**config.mk**
```make
export PLATFORM = sky130hd
export DESIGN_NAME = noc_router_rr_flat
export DESIGN_NICKNAME = d
export VERILOG_FILES = /design/src/rtl/noc_router_rr_if.sv /design/src/rtl/noc_router_rr.sv /design/src/flat_wrapper.sv
export SDC_FILE = /design/constraint.sdc
export NUM_CORES = 1
export LEC_CHECK = 0
export CORE_ASPECT_RATIO = 0.8
export CORE_UTILIZATION = 61
export CTS_CLUSTER_SIZE = 30
export DETAILED_ROUTE_END_ITERATION = 8
export PLACE_DENSITY = 0.84
export REMOVE_ABC_BUFFERS = 1
export SLEW_MARGIN = 20
export SYNTH_ARGS = -nofsm -noshare
export SYNTH_HDL_FRONTEND = slang
export SYNTH_SLANG_ARGS = --single-unit
```
**constraint.sdc**
```tcl
create_clock -name clk -period 10.15 [get_ports clk]
set_clock_uncertainty 0.05 [all_clocks]
set_input_delay 2.03 -clock clk [delete_from_list [all_inputs] [get_ports clk]]
set_output_delay 2.03 -clock clk [all_outputs]
set_load 0.05 [all_outputs]
```
**src/rtl/noc_router_rr_if.sv**
```systemverilog
// noc_router_rr_if: five-port valid/ready packet bundle for one mesh router tile
// Ports index p: 0 up, 1 down, 2 left, 3 right, 4 local; packet p lives at [p*W +: W].
// master = traffic side (drives in_*, out_ready), slave = router side.
interface noc_router_rr_if #(parameter int WIDTH_PKT = 32);
  logic [4:0] in_valid, in_ready, out_valid, out_ready;
  logic [5*WIDTH_PKT-1:0] in_data, out_data;
  modport master(output in_valid, in_data, out_ready, input in_ready, out_valid, out_data);
  modport slave(input in_valid, in_data, out_ready, output in_ready, out_valid, out_data);
endinterface

```
**src/rtl/noc_router_rr.sv**
```systemverilog
// noc_router_rr: 5-port XY mesh router with input FIFOs, round-robin arbiter and multicast copy
// Ports: clk, rst_n (async, active low), bus (slave modport: in_valid/in_data/in_ready in,
// out_valid/out_data/out_ready out). Packet: type [W-2:W-3], dst y [W-4:W-8], dst x [W-9:W-11].
module noc_router_rr #(
  parameter int WIDTH_PKT = 32,
  parameter int ADDRX = 0,
  parameter int ADDRY = 0,
  parameter int FIFO_DEPTH = 4,
  parameter int DEPTH_R = 21,
  parameter int DEPTH_F = 5,
  parameter int MCAST_EN = 1
) (
  input logic clk,
  input logic rst_n,
  noc_router_rr_if.slave bus
);
  localparam int W = WIDTH_PKT;
  localparam int AW = $clog2(FIFO_DEPTH);
  localparam logic [2:0] AX = 3'(ADDRX);
  localparam logic [4:0] AY = 5'(ADDRY);
  localparam bit F_OK = ADDRY != DEPTH_R - 1;
  localparam bit I_OK = ADDRY != 0 && ADDRX != DEPTH_F - 1;
  typedef enum logic [1:0] {IDLE, ORIG, COPY} state_t;
  state_t state;
  logic [4:0] empty, full, push, pop, ov;
  logic [4:0][W-1:0] head, od;
  logic [W-1:0] s1, cpy, pres;
  logic [4:0] py, sy;
  logic [2:0] px, sx, ptr, gnt, tgt;
  logic [3:0] k;
  logic up, gnt_v, move, cp_f, cp_i, cp_cond, s1_free;
  // up keeps in_ready low until the first edge after reset release
  assign bus.in_ready = {5{up}} & ~full;
  assign bus.out_valid = ov;
  assign bus.out_data = od;
  for (genvar p = 0; p < 5; p++) begin : g_fifo
    logic [W-1:0] mem [FIFO_DEPTH];
    logic [AW:0] wp, rp;
    assign empty[p] = wp == rp;
    assign full[p] = wp[AW-1:0] == rp[AW-1:0] && wp[AW] != rp[AW];
    assign push[p] = bus.in_valid[p] & bus.in_ready[p];
    assign pop[p] = gnt_v && gnt == 3'(p);
    assign head[p] = mem[rp[AW-1:0]];
    always_ff @(posedge clk)
      if (push[p]) mem[wp[AW-1:0]] <= bus.in_data[p*W +: W];
    always_ff @(posedge clk or negedge rst_n)
      if (!rst_n) begin
        wp <= '0;
        rp <= '0;
      end else begin
        if (push[p]) wp <= wp + 1'b1;
        if (pop[p]) rp <= rp + 1'b1;
      end
  end
  always_comb begin
    sy = s1[W-4:W-8];
    sx = s1[W-9:W-11];
    cp_f = s1[W-2:W-3] == 2'b00 && F_OK;
    cp_i = s1[W-2:W-3] == 2'b01 && I_OK;
    cp_cond = MCAST_EN != 0 && {sy, sx} == {AY, AX} && (cp_f || cp_i);
    cpy = s1;
    cpy[W-4:W-11] = cp_f ? {sy + 5'd1, sx} : {sy - 5'd1, sx + 3'd1};
    pres = state == COPY ? cpy : s1;
    py = pres[W-4:W-8];
    px = pres[W-9:W-11];
    tgt = {py, px} == {AY, AX} ? 3'd4 : px > AX ? 3'd3 : px < AX ? 3'd2 : py > AY ? 3'd1 : 3'd0;
    move = state != IDLE && (!ov[tgt] || bus.out_ready[tgt]);
    // S1 can accept a new head unless it is moving an original that still owes a copy
    s1_free = state == IDLE || (move && !(state == ORIG && cp_cond));
  end
  // walk from the farthest candidate back to ptr so the closest non-empty FIFO wins
  always_comb begin
    gnt_v = 1'b0;
    gnt = 3'd0;
    k = 4'd0;
    for (int i = 4; i >= 0; i--) begin
      k = {1'b0, ptr} + 4'(i);
      k = k >= 4'd5 ? k - 4'd5 : k;
      if (!empty[k[2:0]]) begin
        gnt_v = s1_free;
        gnt = k[2:0];
      end
    end
  end
  always_ff @(posedge clk or negedge rst_n)
    if (!rst_n) begin
      state <= IDLE;
      s1 <= '0;
      ptr <= 3'd0;
      up <= 1'b0;
    end else begin
      up <= 1'b1;
      if (gnt_v) begin
        state <= ORIG;
        s1 <= head[gnt];
        ptr <= gnt == 3'd4 ? 3'd0 : gnt + 3'd1;
      end else if (move) state <= state == ORIG && cp_cond ? COPY : IDLE;
    end
  always_ff @(posedge clk or negedge rst_n)
    if (!rst_n) begin
      ov <= '0;
      od <= '0;
    end else
      for (int i = 0; i < 5; i++)
        if (move && tgt == 3'(i)) begin
          ov[i] <= 1'b1;
          od[i] <= pres;
        end else if (bus.out_ready[i]) ov[i] <= 1'b0;
endmodule
```
**src/flat_wrapper.sv**
```systemverilog
// flat-port wrapper written by rule: the top's interface ports become plain ports
module noc_router_rr_flat 
#(
  parameter int WIDTH_PKT = 32,
  parameter int ADDRX = 0,
  parameter int ADDRY = 0,
  parameter int FIFO_DEPTH = 4,
  parameter int DEPTH_R = 21,
  parameter int DEPTH_F = 5,
  parameter int MCAST_EN = 1
)
  (clk, rst_n, bus_in_valid, bus_in_data, bus_out_ready, bus_in_ready, bus_out_valid, bus_out_data);
  noc_router_rr_if #(.WIDTH_PKT(WIDTH_PKT)) bus_i ();
  input logic clk;
  input logic rst_n;
  input wire logic [$bits(bus_i.in_valid)-1:0] bus_in_valid;
  input wire logic [$bits(bus_i.in_data)-1:0] bus_in_data;
  input wire logic [$bits(bus_i.out_ready)-1:0] bus_out_ready;
  output wire logic [$bits(bus_i.in_ready)-1:0] bus_in_ready;
  output wire logic [$bits(bus_i.out_valid)-1:0] bus_out_valid;
  output wire logic [$bits(bus_i.out_data)-1:0] bus_out_data;
  assign bus_i.in_valid = bus_in_valid;
  assign bus_i.in_data = bus_in_data;
  assign bus_i.out_ready = bus_out_ready;
  assign bus_in_ready = bus_i.in_ready;
  assign bus_out_valid = bus_i.out_valid;
  assign bus_out_data = bus_i.out_data;
  noc_router_rr #(.WIDTH_PKT(WIDTH_PKT), .ADDRX(ADDRX), .ADDRY(ADDRY), .FIFO_DEPTH(FIFO_DEPTH), .DEPTH_R(DEPTH_R), .DEPTH_F(DEPTH_F), .MCAST_EN(MCAST_EN)) u_core (.clk(clk), .rst_n(rst_n), .bus(bus_i));
endmodule
```
==> reports/metrics.cfg, run 1 <==
[timing]
hold_violations = 0
fmaxAchievable_mhz = 171
maxSlewHeadroom_pct = 24.0
fin_crit_ns = 5.86
min_period_over_period_pct = 57.7
rsz0062_at_grt = false
setup_viol = 0
tightest_slew_ns = 1.14
setup_tns_ns = 0
slew_violations = 0

[synthesis]
yosys_warnings = 0
netlist_instances = 1979
synth_area_mm2 = 0.0350
synth_cell_type_count = 75
synth_edf_count = 640
synth_seq_cells = 873
avgSynthCellArea_um2 = 17.7
async_reset_ff_share_pct = 26.7
yosysSeqAreaShare_pct = 71.5
ys.flop_type = edfxtp_1

[placement]
dp_hpwl_mm = 53.3
portBuffers = 341
place_area_mm2 = 0.0390
gp_congestion = 0.905

[layout]
fin_area_mm2 = 0.0417
multi_input_area_mm2 = 0.00891
finalNetCount = 2487
area.growth.synth_to_final_pct = 19.1
layout-drive-gt1-share_pct = 19.0
nFillCells = 3162
seq_area_mm2 = 0.0251

[flow_run]
max-cap-violations = 0

[floorplanning]
die_area_mm2 = 0.0584
dieWidth_um = 270
rows = 78
core_mm2 = 0.0567
die_height_um = 216
io_pins = 342
floorplan.initialDensity_pct = 61.8

[routing]
remaining_drc_errors = 0
routed_wl_mm = 84.3
drtAntennaViolNets = 0
firstDrtPassIters = 5
vias = 19500
drtIter0Drc = 2028
wl_per_cell_um = 27.1
via_per_inst = 6.26

[clock_tree]
cts_resized = 0
clk_latency_ns = 0.64
clockRootBuffer = clkbuf_16
cts_tree = done
cts_made_buffers = 81
h-tree-depth = 3
postCtsHoldBufs = 0
cts_num_sinks = 873
post_cts_buffers = 0
clockBufferDepth = 3
clkSlewWorstSetupHoldPaths_ns = 0.06

[setup_path]
crit_path_top_delay_cell = dfrtp_1
cp-end-kind = flop
crit_arrival_ns = 6.28
crit_path_frequent_cell = inv_2
cp.required_ns = 10.57
reg2reg_slack_ns = 4.29
cp.depth = 14
path_cells = inv_2 -> ha_1 -> inv_1 -> o21ai_0 -> and2_4 -> a2111o_1 -> and3b_4 -> mux2i_1 -> a311oi_4 -> buf_4 -> nor2_4 -> inv_2 -> or4b_4 -> o221ai_1
start_kind = flop
worstReg2RegStart = u_core.ptr[0]
crit_family = buffers and inverters
crit_buf_inv = 4
critPathMaxStageDelay_ns = 0.78
r2r_cells = 14
regToRegEndpoint = u_core.s1[13]
cp_max_fo = 35
crit_type = flop to flop

[global_routing]
grt_pass1_wl_mm = 125
overflow = 0
antenna_found_initial = 18
grt_max_degree = 106
first_global_vias = 19900
grt_usage_pct = 29.2

[power_and_ir_drop]
ir_drop_v = 0.000257
power_density_mw_per_mm2 = 365
power.leakage_nw = 15.1

[status]
outcome = finished, final reports clean

[worst_hold_path]
min-delay-path-class = flop to flop
min_from = u_core.bus.out_data[21]
whs_endpoint = u_core.bus.out_data[21]
whs_path_depth = 0

[metal layers]
layer	up-vias	routed length, um	track usage, %
met2	1054	41200	46.1
met4	8	3370	12.6
met3	203	7610	7.47
li1	8230	-	-
met1	9965	32100	39.0
met5	-	48	0
[cell usage after synthesis (14+ instances only)]
| library cell | count | area (um^2) |
|---|---|---|
| edfxtp_1 | 640 | 19200 |
| dfrtp_1 | 233 | 5830 |
| mux4_2 | 161 | 3630 |
| clkbuf_1 | 138 | 518 |
| inv_1 | 117 | 439 |
| nand2_1 | 61 | 229 |
| mux2_2 | 58 | 653 |
| and2_1 | 49 | 307 |
| ha_1 | 43 | 538 |
| o21ai_0 | 38 | 190 |
| o221ai_1 | 35 | 307 |
| o311ai_1 | 35 | 307 |
| o211ai_1 | 33 | 248 |
| o221ai_2 | 30 | 450 |
| nor2_1 | 27 | 101 |
| xnor2_1 | 25 | 219 |
| and3_1 | 22 | 138 |
| xor2_1 | 21 | 184 |
| and2_0 | 19 | 119 |
| a21oi_1 | 18 | 90.1 |
| buf_2 | 18 | 90.1 |
| mux2i_1 | 17 | 170 |
| nor2b_1 | 16 | 100 |
| nand3_1 | 14 | 70.1 |
[logic make-up (layout without fill, tap and decap cells)]
| family | count (synthesis) | in the layout | synth area share [%] |
|---|---|---|---|
| simple gates | 247 | 247 | 3.83 |
| mux | 239 | 239 | 12.8 |
| fa+ha+maj | 45 | 45 | 1.65 |
| other cells | 1 | 12 | 0.0107 |
| buf+inv | 287 | 645 | 3.23 |
| flops | 873 | 873 | 71.5 |
| compound gates | 241 | 241 | 5.80 |
| xor+xnor | 46 | 46 | 1.15 |
[area by class of cell]
class / instances / area share (%)
tap: 760 / 2.28
clock buffer: 105 / 5.40
multi-input combinational: 819 / 21.4
sequential: 873 / 60.1
inverter: 121 / 1.09
antenna: 11 / 0.0660
timing repair buffer: 374 / 8.79
clock inverter: 45 / 0.915
[power breakdown]
part           internal, mW  leakage [nW]  switching, mW
Clock                  1.68          1.29           1.32
Combinational          2.68          4.98           4.67
Sequential             4.51          8.82          0.341
[worst max-delay path by stage]
stage,start,endpoint
3_3_place_gp,u_core.ptr[0],u_core.s1[13]
2_1_floorplan,u_core.g_fifo[2].rp[0],u_core.s1[13]
5_1_grt,u_core.ptr[0],u_core.s1[22]
6_report,u_core.ptr[0],u_core.s1[13]
3_5_place_dp,u_core.ptr[0],u_core.s1[14]
4_1_cts,u_core.ptr[0],u_core.s1[13]
[flip-flops by register name, summed over array words and instances (netlist names)]
register	count
u_core.bus.out_valid	5
u_core.g_fifo.rp	15
u_core.state	2
u_core.ptr	3
u_core.g_fifo.wp	15
u_core.s1	32
u_core.up	1
u_core.g_fifo.mem	640
u_core.bus.out_data	160
[cells in the final DEF, fill, tap and decap left out, drive strengths merged, types with 25 or more instances in the layout]
cell type	count
clkdlybuf4s50	340
o211ai	33
ha	43
dfrtp	233
buf	34
nand2	61
clkinv	29
inv	127
o221ai	65
and2	69
o21ai	39
clkbuf	105
edfxtp	640
xnor2	25
o311ai	36
mux2	61
nor2	28
mux4	161
[per-stage QoR]
step / total power [mW] / worst slack, ns / std cells / util (%) / hold WS (ns)
2_1_floorplan: 9.54 / 3.43 / 1813 / - / 0.410
3_3_place_gp: 11.9 / 4.05 / 2947 / 68.8 / 0.314
3_5_place_dp: 12.1 / 4.37 / 2947 / 68.8 / 0.314
4_1_cts: 15.2 / 4.35 / 3097 / 73.5 / 0.327
5_1_grt: 15.8 / 3.99 / 3104 / 73.5 / 0.333
6_report: 15.2 / 4.29 / 3108 / 73.5 / 0.322
[worst reg2reg max path, delay by kind of cell, from the launching register on]
| kind | cells | cell delay (ns) |
|---|---|---|
| AOI/OAI and AO/OA | 4 | 1.29 |
| DFF | 1 | 0.78 |
| adders and majority gates | 1 | 0.51 |
| buffers and inverters | 4 | 1.63 |
| muxes | 1 | 0.17 |
| and+or+nand+nor | 4 | 1.26 |
Note: power is estimated with default switching activity, not from simulation.
==> run 2, diff against run 1 <==
--- a/config.mk
+++ b/config.mk
@@ -6,10 +6,10 @@
 export NUM_CORES = 1
 export LEC_CHECK = 0
 export CORE_ASPECT_RATIO = 0.8
-export CORE_UTILIZATION = 61
+export CORE_UTILIZATION = 57
 export CTS_CLUSTER_SIZE = 30
 export DETAILED_ROUTE_END_ITERATION = 8
-export PLACE_DENSITY = 0.84
+export PLACE_DENSITY = 0.8
 export REMOVE_ABC_BUFFERS = 1
 export SLEW_MARGIN = 20
 export SYNTH_ARGS = -nofsm -noshare
==> constraint.sdc (replaced) <==
create_clock -name clk -period 5.67 [get_ports clk]
set_clock_uncertainty 0.05 [all_clocks]
set_input_delay 1.134 -clock clk [delete_from_list [all_inputs] [get_ports clk]]
set_output_delay 1.134 -clock clk [all_outputs]
set_load 0.05 [all_outputs]
==> reports/metrics.cfg, run 2 (synthesis results as in run 1) <==
[floorplanning]
io_pins = 342
die_area_mm2 = 0.0624
die_height_um = 224
floorplan.initialDensity_pct = 58.2
rows = 80
dieWidth_um = 279
core_mm2 = 0.0602

[routing]
wl_per_cell_um = 25.8
top_layer = met5
wl_met1_mm = 33.8
via_per_inst = 5.99
wl_met3_mm = 5.47
wl_met2_mm = 40.6
remaining_drc_errors = 0
firstDrtPassIters = 7
drtAntennaViolNets = 0
vias = 19000
drtIter0Drc = 1775
routed_wl_mm = 81.9

[setup_path]
crit_type = flop to flop
start_kind = flop
crit_path_top_delay_cell = dfrtp_1
crit_arrival_ns = 5.43
worstReg2RegStart = u_core.ptr[1]
reg2reg_slack_ns = 0.72
cp_max_fo = 18
crit_path_frequent_cell = ha_1
regToRegEndpoint = u_core.g_fifo[3].rp[1]
cp-end-kind = flop
critPathMaxStageDelay_ns = 0.58
path_cells = inv_2 -> ha_1 -> inv_1 -> o21ai_0 -> and2_4 -> a2111o_1 -> and3b_4 -> mux2i_1 -> a311oi_4 -> nor2_4 -> inv_2 -> buf_4 -> ha_1 -> ha_1 -> nand2_1 -> mux2_2
startpoint = u_core.ptr[1]
crit_end = u_core.g_fifo[3].rp[1]
r2r_cells = 16
cp.required_ns = 6.15

[clock_tree]
post_cts_buffers = 0
cts_tree = done
clockRootBuffer = clkbuf_16
clockBufferDepth = 3
cts_resized = 0
clkSlewWorstSetupHoldPaths_ns = 0.06
h-tree-depth = 3
clk_latency_ns = 0.64
cts_num_sinks = 873
cts_made_buffers = 82
postCtsHoldBufs = 0

[layout]
multi_input_area_mm2 = 0.00890
finalNetCount = 2492
largest_register_ffs = 640
layout_common_cells = edfxtp_1, clkdlybuf4s50_1, dfrtp_1
seq_area_mm2 = 0.0251
layout-drive-gt1-share_pct = 19.3
finalNonFillerCells = 3170
area.growth.synth_to_final_pct = 19.7
final_util_pct = 69.7
final_common_cell = edfxtp_1
nFillCells = 3631

[global_routing]
first_global_vias = 19400
overflow = 0
grt_max_degree = 104
antenna_found_initial = 11
grt_usage_pct = 26.8
grt_pass1_wl_mm = 123

[placement]
dp_hpwl_mm = 53.5
gp_congestion = 0.858
dpl.cell_count = 3011
portBuffers = 341

[timing]
slew_violations = 0
maxSlewHeadroom_pct = 24.9
min_period_over_period_pct = 87.3
setup_viol = 0
fmaxAchievable_mhz = 202
tightest_slew_ns = 1.13
hold_violations = 0
rsz0062_at_grt = false
fin_crit_ns = 4.95

[power_and_ir_drop]
power.leakage_nw = 15.2
ir_drop_v = 0.000618
finalPower_mw = 27.4
power_density_mw_per_mm2 = 654

[flow_run]
max-cap-violations = 0

[status]
outcome = finished, final reports clean

[worst_hold_path]
min-delay-path-class = flop to flop

[run 2: report_power, final]
group | internal (mW) | switching [mW] | total (mW) | leakage [nW]
Sequential | 8.08 | 0.550 | 8.63 | 8.82
Combinational | 4.90 | 8.35 | 13.2 | 4.99
Clock | 3.19 | 2.37 | 5.56 | 1.36
[run 2: area by class of cell]
type / count / share of cell area (%)
multi-input combinational: 819 / 21.2
tap: 820 / 2.45
antenna: 6 / 0.0358
timing repair buffer: 378 / 8.82
clock buffer: 123 / 5.81
sequential: 873 / 59.8
clock inverter: 30 / 0.806
inverter: 121 / 1.08
[run 2: critical path, delay by kind of cell, from the launching register on]
| family | cells | cell delay (ns) |
|---|---|---|
| buffers and inverters | 4 | 1.14 |
| AOI/OAI and AO/OA | 3 | 1.12 |
| adders and majority gates | 3 | 0.84 |
| and+or+nand+nor | 4 | 0.62 |
| DFF | 1 | 0.58 |
| muxes | 2 | 0.46 |
[run 2: how the worst min path moves through the flow]
stage	from	to	slack [ns]	cells past startpoint
after floorplan	u_core.g_fifo[4].wp[2]	u_core.g_fifo[4].wp[2]	0.41	1
after global placement	u_core.bus.out_data[25]	u_core.bus.out_data[25]	0.31	0
after detailed placement	u_core.bus.out_data[17]	u_core.bus.out_data[17]	0.31	0
after CTS	u_core.bus.out_data[86]	u_core.bus.out_data[86]	0.33	0
after global routing	u_core.bus.out_data[68]	u_core.bus.out_data[68]	0.33	0
final	u_core.bus.out_data[77]	u_core.bus.out_data[77]	0.32	0
[run 2: layer usage]
metal,vias to the layer above,track usage [%]
met5,-,0
met4,12,7.14
met3,143,5.36
met2,739,43.2
met1,9860,37.6
li1,8240,-
[run 2: through the flow]
stage	setup TNS [ns]	worst slack, ns	cell area, um^2	hold WS, ns
2_1_floorplan	-38.26	-1.05	34300	0.410
3_3_place_gp	0	0.837	39100	0.314
3_5_place_dp	0	0.757	39100	0.314
4_1_cts	0	0.716	41900	0.328
5_1_grt	0	0.476	41900	0.330
6_report	0	0.718	41900	0.323
